$ cat config.mk
export PLATFORM = sky130hd
export DESIGN_NAME = ram_loader
export DESIGN_NICKNAME = d
export VERILOG_FILES = /design/src/rtl/loader_pkg.sv /design/src/rtl/ram_loader.sv
export SDC_FILE = /design/constraint.sdc
export NUM_CORES = 1
export LEC_CHECK = 0
export ABC_CLOCK_PERIOD_IN_PS = 3100
export BUFFER_PORTS_ARGS = -buffer_cell sky130_fd_sc_hd__buf_4
export CAP_MARGIN = 5
export CORE_MARGIN = 10
export CORE_UTILIZATION = 59
export CTS_CLUSTER_DIAMETER = 40
export DETAILED_ROUTE_END_ITERATION = 8
export HOLD_SLACK_MARGIN = 0.08
export PLACE_DENSITY = 0.8
export SLEW_MARGIN = 20
export SYNTH_ARGS = -nofsm -noshare
export SYNTH_HDL_FRONTEND = slang
export SYNTH_SLANG_ARGS = --single-unit
$ cat constraint.sdc
create_clock -name clock_50_b7a -period 3.1 [get_ports clock_50_b7a]
set_clock_uncertainty 0.15 [all_clocks]
set_input_delay 0.31 -clock clock_50_b7a [delete_from_list [all_inputs] [get_ports clock_50_b7a]]
set_output_delay 0.31 -clock clock_50_b7a [all_outputs]
set_load 0.01 [all_outputs]
$ cat src/rtl/loader_pkg.sv
// Shared definitions for the boot loader: FSM state encoding and the default frame-start byte.
package loader_pkg;

  typedef enum logic [3:0] {
    S_IDLE,
    S_LEN_HI,
    S_LEN_LO,
    S_DATA_HI,
    S_DATA_LO,
    S_WRITE,
    S_CHK,
    S_DONE,
    S_ERR
  } state_t;

  localparam logic [7:0] SYNC_BYTE = 8'hA5;

endpackage

$ cat src/rtl/ram_loader.sv
// Boot loader: parses a framed byte stream into big-endian words, writes them to RAM from
// address 0 and releases the CPU only after a frame with a good checksum has been stored.
module ram_loader
  import loader_pkg::*;
#(
  parameter int         ADDR_W = 8,
  parameter int         DATA_W = 16,
  parameter logic [7:0] SYNC   = SYNC_BYTE
) (
  input  logic              clock_50_b7a,
  input  logic              reset_n,
  input  logic              rx_valid,
  input  logic [7:0]        rx_data,
  output logic              rx_ready,
  output logic              mem_we,
  output logic [ADDR_W-1:0] mem_addr,
  output logic [DATA_W-1:0] mem_wdata,
  output logic              cpu_run,
  output logic              done,
  output logic              error
);

  // Handshake: a byte moves when rx_valid && rx_ready at a rising edge; rx_ready is
  // registered and only drops for the single WRITE cycle of each word.

  localparam logic [16:0] CAPACITY = 17'(1) << ADDR_W;

  state_t            state;
  logic [15:0]       len;
  logic [ADDR_W:0]   idx;
  logic [7:0]        acc;
  logic [7:0]        hi;

  logic              accept;
  logic [ADDR_W:0]   idx_inc;
  logic [7:0]        acc_sum;
  logic [15:0]       len_full;

  assign accept   = rx_valid && rx_ready;
  assign idx_inc  = idx + 1'b1;
  assign acc_sum  = acc + rx_data;
  assign len_full = {len[15:8], rx_data};

  always_ff @(posedge clock_50_b7a or negedge reset_n) begin
    if (!reset_n) begin
      state     <= S_IDLE;
      len       <= '0;
      idx       <= '0;
      acc       <= '0;
      hi        <= '0;
      rx_ready  <= 1'b0;
      mem_we    <= 1'b0;
      mem_addr  <= '0;
      mem_wdata <= '0;
      cpu_run   <= 1'b0;
      done      <= 1'b0;
      error     <= 1'b0;
    end else begin
      mem_we   <= 1'b0;
      rx_ready <= 1'b1;
      case (state)
        S_WRITE: begin
          // The index is one bit wider than the address, so a full-RAM frame ends cleanly.
          idx <= idx_inc;
          if (32'(idx_inc) == 32'(len)) state <= S_CHK;
          else                          state <= S_DATA_HI;
        end
        default: begin
          if (accept) begin
            case (state)
              S_IDLE, S_DONE, S_ERR: begin
                if (rx_data == SYNC) begin
                  state   <= S_LEN_HI;
                  acc     <= '0;
                  idx     <= '0;
                  done    <= 1'b0;
                  error   <= 1'b0;
                  cpu_run <= 1'b0;
                end
              end
              S_LEN_HI: begin
                len[15:8] <= rx_data;
                acc       <= acc_sum;
                state     <= S_LEN_LO;
              end
              S_LEN_LO: begin
                len[7:0] <= rx_data;
                acc      <= acc_sum;
                if ({1'b0, len_full} > CAPACITY) begin
                  state <= S_ERR;
                  error <= 1'b1;
                end else if (len_full == 16'd0) begin
                  state <= S_CHK;
                end else begin
                  state <= S_DATA_HI;
                end
              end
              S_DATA_HI: begin
                hi    <= rx_data;
                acc   <= acc_sum;
                state <= S_DATA_LO;
              end
              S_DATA_LO: begin
                acc       <= acc_sum;
                mem_we    <= 1'b1;
                mem_addr  <= idx[ADDR_W-1:0];
                mem_wdata <= DATA_W'({hi, rx_data});
                rx_ready  <= 1'b0;
                state     <= S_WRITE;
              end
              S_CHK: begin
                if (acc_sum == 8'd0) begin
                  state   <= S_DONE;
                  done    <= 1'b1;
                  cpu_run <= 1'b1;
                end else begin
                  state <= S_ERR;
                  error <= 1'b1;
                end
              end
              default: state <= S_IDLE;
            endcase
          end
        end
      endcase
    end
  end

endmodule

==> results.md, run 1 <==
- Synth Area in Adders: 0.0319
- VDD IR max: 0.000582 V
- Number of setup violations in the final report: 0
- Async SR Flop Fraction: 1.00
- Clk buf depth: 2
- CP bufs+invs: 0
- Simple logic cell fraction of the synthesized area: 0.154
- Peak Freq: 0.346 GHz
- Setup crit start kind: register
- CP Class: register to register
- Crit-path max cell delay: 540 ps
- Crit path max-delay family: compound AO/OA/AOI/OAI gates
- WP data required: 3230 ps
- Largest net degree at the start of global routing: 74
- Synth Area in XOR/XNOR: 0.0372
- CTS-repair resized insts: 0
- Fin. max-slew vios: 0
- Compound-Gate Fraction of Synth Area: 0.148
- Clk sinks: 73
- Vias/cell: 6.15
- CP Cell Sequence: ha_1 > fa_1 > or4b_4 > nor3_2 > o221ai_2 > a2111oi_0 > o21ba_1 > a31o_1
- Worst-Margin Slew: 906 ps
- Initial Util: 0.599
- Share of post-route cells with drive strength above 1: 0.291
- Status: complete, no violations
- Total GRT Usage: 0.177
- Total wire length: 8610 µm
- Critical Path Fanout Max: 3
- Core ar.: 0.00628 mm²
- RSZ-0062 raised after global routing: no
- Slew headroom: 0.396
- Most common cell after layout, fill and taps aside: dfrtp_1
- Synth Warn #: 0
- Final Hold Viols: 0
- EDFF count, synth: 0
- Reg clk slew, reported paths: 80 ps
- Footprint of the multi-input gates: 0.00185 mm²
- Number of CTS-inserted buffers: 9
- Type of the most critical hold path: input port to register
- Initial antenna violation count: 0
- Fillers: 468
- Final TNS setup: 0 ps
- Min Tclk post-route: 2890 ps
- Drt wl/cell: 18.2 µm
- Yosys cell types: 61
- Die area: 0.00997 mm²
- Leak Pwr: 1.95 nW
- Most frequent cells in the layout: dfrtp_1 (73), buf_4 (48), nand2_1 (42)
- Top FF cell, synth: dfrtp_1
- CTS root buf: clkbuf_8
- Mapped Area: 0.00376 mm²
- Die width: 99.9 µm
- Post-synthesis mux area share: 0.120
- Global-route wire length before repair: 14300 µm
- Port Buffer Count: 39
- Fin util: 0.700
- Synthesized Nets: 364
- Post-route DRC: 0
- Largest family of logic cells by synthesized area: simple AND/OR/NAND/NOR gates
- Gpl congestion: 0.908
- Vias in the first global route: 2820
- Critical path's slowest cell: or4b_4
- I/O Pins: 40
- Pwr dens: 1060 mW/mm²
- CP endpoint kind: register
- FF+latch area: 0.00183 mm²
- Fin nets: 410
- Cell Rows: 29
- Initial drt markers: 163
- Post-synthesis cell count: 344
- Critical Path AT: 3020 ps
- Sequential area share after synthesis: 0.486
- Via count: 2905
- Die Height: 99.9 µm
- Period utilisation layout: 0.931
- Setup Slack @ Placement: 98.1 ps
- 1st-pass router iterations: 5
- ANT cells: 0
- Dpl hpwl: 6140 µm
- GRT Residual Overflow: 0
- CTS tree: built
- Number of max-cap violations: 0
- H-tree lvl count: 3
- Worst setup margin: 214 ps
- Clk_lat worst skew: 340 ps
- Area grow syn2layout: 16.8%
- #FFs+latches synth: 73
- DRT antenna net count: 0
- Syn_area_per_cell: 10.9 µm²
==> synthesized netlist by cell type, types with 3 or more instances <==
library cell | n | share of area
dfrtp_1 | 73 | 0.49
nand2_1 | 42 | 0.042
mux2_2 | 40 | 0.12
nor2_1 | 16 | 0.016
o21ai_0 | 15 | 0.020
xnor2_1 | 11 | 0.026
a21oi_1 | 10 | 0.013
nand3_1 | 10 | 0.013
clkbuf_1 | 9 | 0.0090
ha_1 | 8 | 0.027
nand2b_1 | 8 | 0.013
a22o_1 | 6 | 0.014
nor2b_1 | 6 | 0.010
o41ai_1 | 6 | 0.014
nor3b_1 | 5 | 0.010
nor4_1 | 5 | 0.0083
xor2_1 | 5 | 0.012
a21o_1 | 4 | 0.0080
inv_1 | 4 | 0.0040
nor3_1 | 4 | 0.0053
o21ai_1 | 4 | 0.0053
a31oi_1 | 3 | 0.0050
nand4_1 | 3 | 0.0050
==> area by class of cell <==
class / count / share of cell area
repair buffers: 49 / 0.0843
clock inverters: 6 / 0.0222
clock buffers: 10 / 0.0313
flip-flops and latches: 73 / 0.416
multi-input cells: 252 / 0.420
well taps: 77 / 0.0219
inverters: 5 / 0.00427
==> what timing repair did <==
item                                   CTS  global route
hold buffers                             1             0
setup buffers                            0             0
endpoints found under the hold margin   73             0
==> per-stage QoR <==
| step | instances | power [mW] | hold WS, ps | instance area [µm²] |
|---|---|---|---|---|
| after detailed placement | 455 | 3.80 | 311 | 4150 |
| after global placement | 455 | 3.72 | 299 | 4150 |
| final | 472 | 4.68 | 116 | 4390 |
| after floorplan | 344 | 3.17 | -136 | 3760 |
| after global routing | 472 | 5.01 | 108 | 4390 |
| after CTS | 472 | 4.69 | 96.5 | 4390 |
==> path summary, 6_finish.rpt <==
path | from | end | slack [ps] | cells after the start
max reg2reg | acc[0] | state[0] | 210 | 8
max in group asynchronous | reset_n | acc[0] | 1730 | 2
min reg2reg | hi[6] | mem_wdata[14] | 320 | 2
max | acc[0] | state[0] | 210 | 8
min | rx_data[0] | hi[0] | 120 | 2
min in group asynchronous | reset_n | mem_addr[4] | 460 | 2
==> where the power goes <==
| group | internal (mW) | switching, mW |
|---|---|---|
| logic | 1.01 | 0.978 |
| registers | 1.39 | 0.421 |
| clock network | 0.488 | 0.390 |
| total | 2.89 | 1.79 |
==> flip-flops by register name, summed over array words and instances (netlist names), 4 cells and up <==
name	cells
mem_wdata	16
len	16
idx	9
state	4
hi	8
mem_addr	8
acc	8
==> kinds of logic (layout without fill, tap and decap cells) <==
| logic type | after synthesis | after routing |
|---|---|---|
| flops | 73 | 73 |
| compound gates | 74 | 74 |
| xor+xnor | 16 | 16 |
| mux | 40 | 40 |
| buf+inv | 19 | 70 |
| fa+ha+maj | 9 | 9 |
| simple gates | 113 | 113 |
==> per-layer routing <==
metal	GRT usage	up-vias	wire, µm
met2	0.265	100	3910
met4	0.0684	0	119
li1	-	1364	-
met5	0	-	0
met1	0.235	1430	3940
met3	0.0515	11	627
(Power assumes the default switching activity.)
==> run 2, diff against run 1 <==
--- a/config.mk
+++ b/config.mk
@@ -14,6 +14,7 @@
 export DETAILED_ROUTE_END_ITERATION = 8
 export HOLD_SLACK_MARGIN = 0.08
 export PLACE_DENSITY = 0.8
+export REMOVE_ABC_BUFFERS = 1
 export SLEW_MARGIN = 20
 export SYNTH_ARGS = -nofsm -noshare
 export SYNTH_HDL_FRONTEND = slang
==> results.md, run 2 (synthesis results as in run 1) <==
- Fin nets: 406
- Worst R2R Path Depth: 8
- Leak Pwr: 1.90 nW
- Slew headroom: 0.400
- I/O Pins: 40
- Placed Cells: 451
- Core ar.: 0.00628 mm²
- Top sig layer: met4
- Status: complete, no violations
- Initial Util: 0.599
- Clk buf depth: 2
- Most common cell after layout, fill and taps aside: dfrtp_1
- Vias/cell: 6.03
- Setup Slack @ Placement: 82.1 ps
- Type of the most critical hold path: input port to register
- Largest net degree at the start of global routing: 74
- WP data required: 3240 ps
- Reg-to-Reg Start: acc[0]
- Global-route wire length before repair: 13600 µm
- Initial drt markers: 128
- Gpl congestion: 0.941
- Port Buffer Count: 39
- FF+latch area: 0.00183 mm²
- Total GRT Usage: 0.167
- Final TNS setup: 0 ps
- Worst-Margin Slew: 899 ps
- Fillers: 463
- Period utilisation layout: 0.926
- End of the worst hold path: len[11]
- Initial antenna violation count: 0
- Reg clk slew, reported paths: 90 ps
- ANT cells: 0
- Total wire length: 8340 µm
- Share of post-route cells with drive strength above 1: 0.286
- Vias in the first global route: 2778
- 1st-pass router iterations: 4
- Dpl hpwl: 5830 µm
- CTS tree: built
- Via count: 2820
- VDD IR max: 0.000625 V
- CTS root buf: clkbuf_8
- Fin. max-slew vios: 0
- Clk sinks: 73
- CP endpoint kind: register
- Footprint of the multi-input gates: 0.00185 mm²
- Critical Path AT: 3010 ps
- Final Hold Viols: 0
- Number of max-cap violations: 0
- Pwr dens: 1040 mW/mm²
- CP Class: register to register
- Clk_lat worst skew: 360 ps
- Cell Rows: 29
- H-tree lvl count: 3
- Die width: 99.9 µm
- Post-route insts no fill: 468
- Min-Delay Startpoint: rx_data[3]
- Min Tclk post-route: 2870 ps
- Peak Freq: 0.348 GHz
- Setup crit start kind: register
- DR WL met3: 433 µm
- Number of setup violations in the final report: 0
- Hold path depth: 2
- Reg2Reg Setup Slack: 230 ps
- Post-CTS setup repair buffer count: 0
- WL met2: 4130 µm
- Critical Path Fanout Max: 3
- RSZ-0062 raised after global routing: no
- Drt wl/cell: 17.8 µm
- Number of CTS-inserted buffers: 9
- GRT Residual Overflow: 0
- Post-route DRC: 0
- Worst setup margin: 230 ps
- Die area: 0.00997 mm²
- DRT met1 WL: 3680 µm
- Fin util: 0.688
- Area grow syn2layout: 14.8%
- Top Registers: len: 16 flops, mem_wdata: 16 flops, idx: 9 flops
- DRT antenna net count: 0
- Most frequent cells in the layout: dfrtp_1 (73), buf_4 (44), nand2_1 (42)
- Critical R2R Capture: state[0]
- Die Height: 99.9 µm
[run 2: changes by cell type in the layout (fill, tap and decap cells not counted)]
| cell | change |
|---|---|
| clkbuf_8 | -1 |
| clkinvlp_4 | +3 |
| bufinv_16 | -2 |
| buf_4 | -4 |
| inv_6 | +1 |
| clkinv_4 | -1 |
| a2111oi_2 | +1 |
| a2111oi_0 | -1 |
[run 2: routing by layer]
metal  track usage  vias to the layer above
met4        0.0805                        0
met1         0.209                     1379
li1              -                     1360
met2         0.267                       68
met5             0                        -
met3        0.0364                       13
[run 2: per-stage QoR]
stage / hold slack (ps) / instance area [µm²] / power, mW
6_report: 103 / 4320 / 4.51
5_1_grt: 96.7 / 4320 / 4.81
4_1_cts: 86.5 / 4310 / 4.52
3_5_place_dp: 300 / 4120 / 3.80
3_3_place_gp: 298 / 4120 / 3.71
2_1_floorplan: -136 / 3690 / 3.11
[run 2: worst max path at each step]
stage / depth (start not counted) / from / to
floorplan: 8 / acc[0] / state[0]
global placement: 9 / rx_data[0] / state[1]
detailed placement: 9 / rx_data[0] / state[0]
CTS: 8 / acc[0] / state[0]
global route: 8 / acc[0] / state[0]
finish: 8 / acc[0] / state[0]
[run 2: cell type report]
type                    count  area share
multi-input cells         252       0.429
clock buffers               9      0.0287
inverters                   5     0.00435
repair buffers             45      0.0788
well taps                  77      0.0223
clock inverters             7      0.0139
flip-flops and latches     73       0.423
[run 2: critical path, cell delays in order, from the launching register on]
cell       delay (ps)
dfrtp_1           390
ha_1              230
fa_1              470
or4b_4            550
nor3_2            200
o221ai_2          160
a2111oi_2         370
o21ba_1           190
a31o_1             90
[run 2: power breakdown]
| group | leakage [nW] | internal (mW) | switching (mW) |
|---|---|---|---|
| clock network | 0.0848 | 0.304 | 0.399 |
| logic | 0.921 | 1.01 | 0.989 |
| registers | 0.894 | 1.39 | 0.419 |
[run 2: repair_timing]
| item | in CTS | in global routing |
|---|---|---|
| hold buffers | 1 | 0 |
| setup endpoints to repair | 0 | 2 |
| gates resized for setup | 0 | 2 |
| hold endpoints to repair | 73 | 0 |
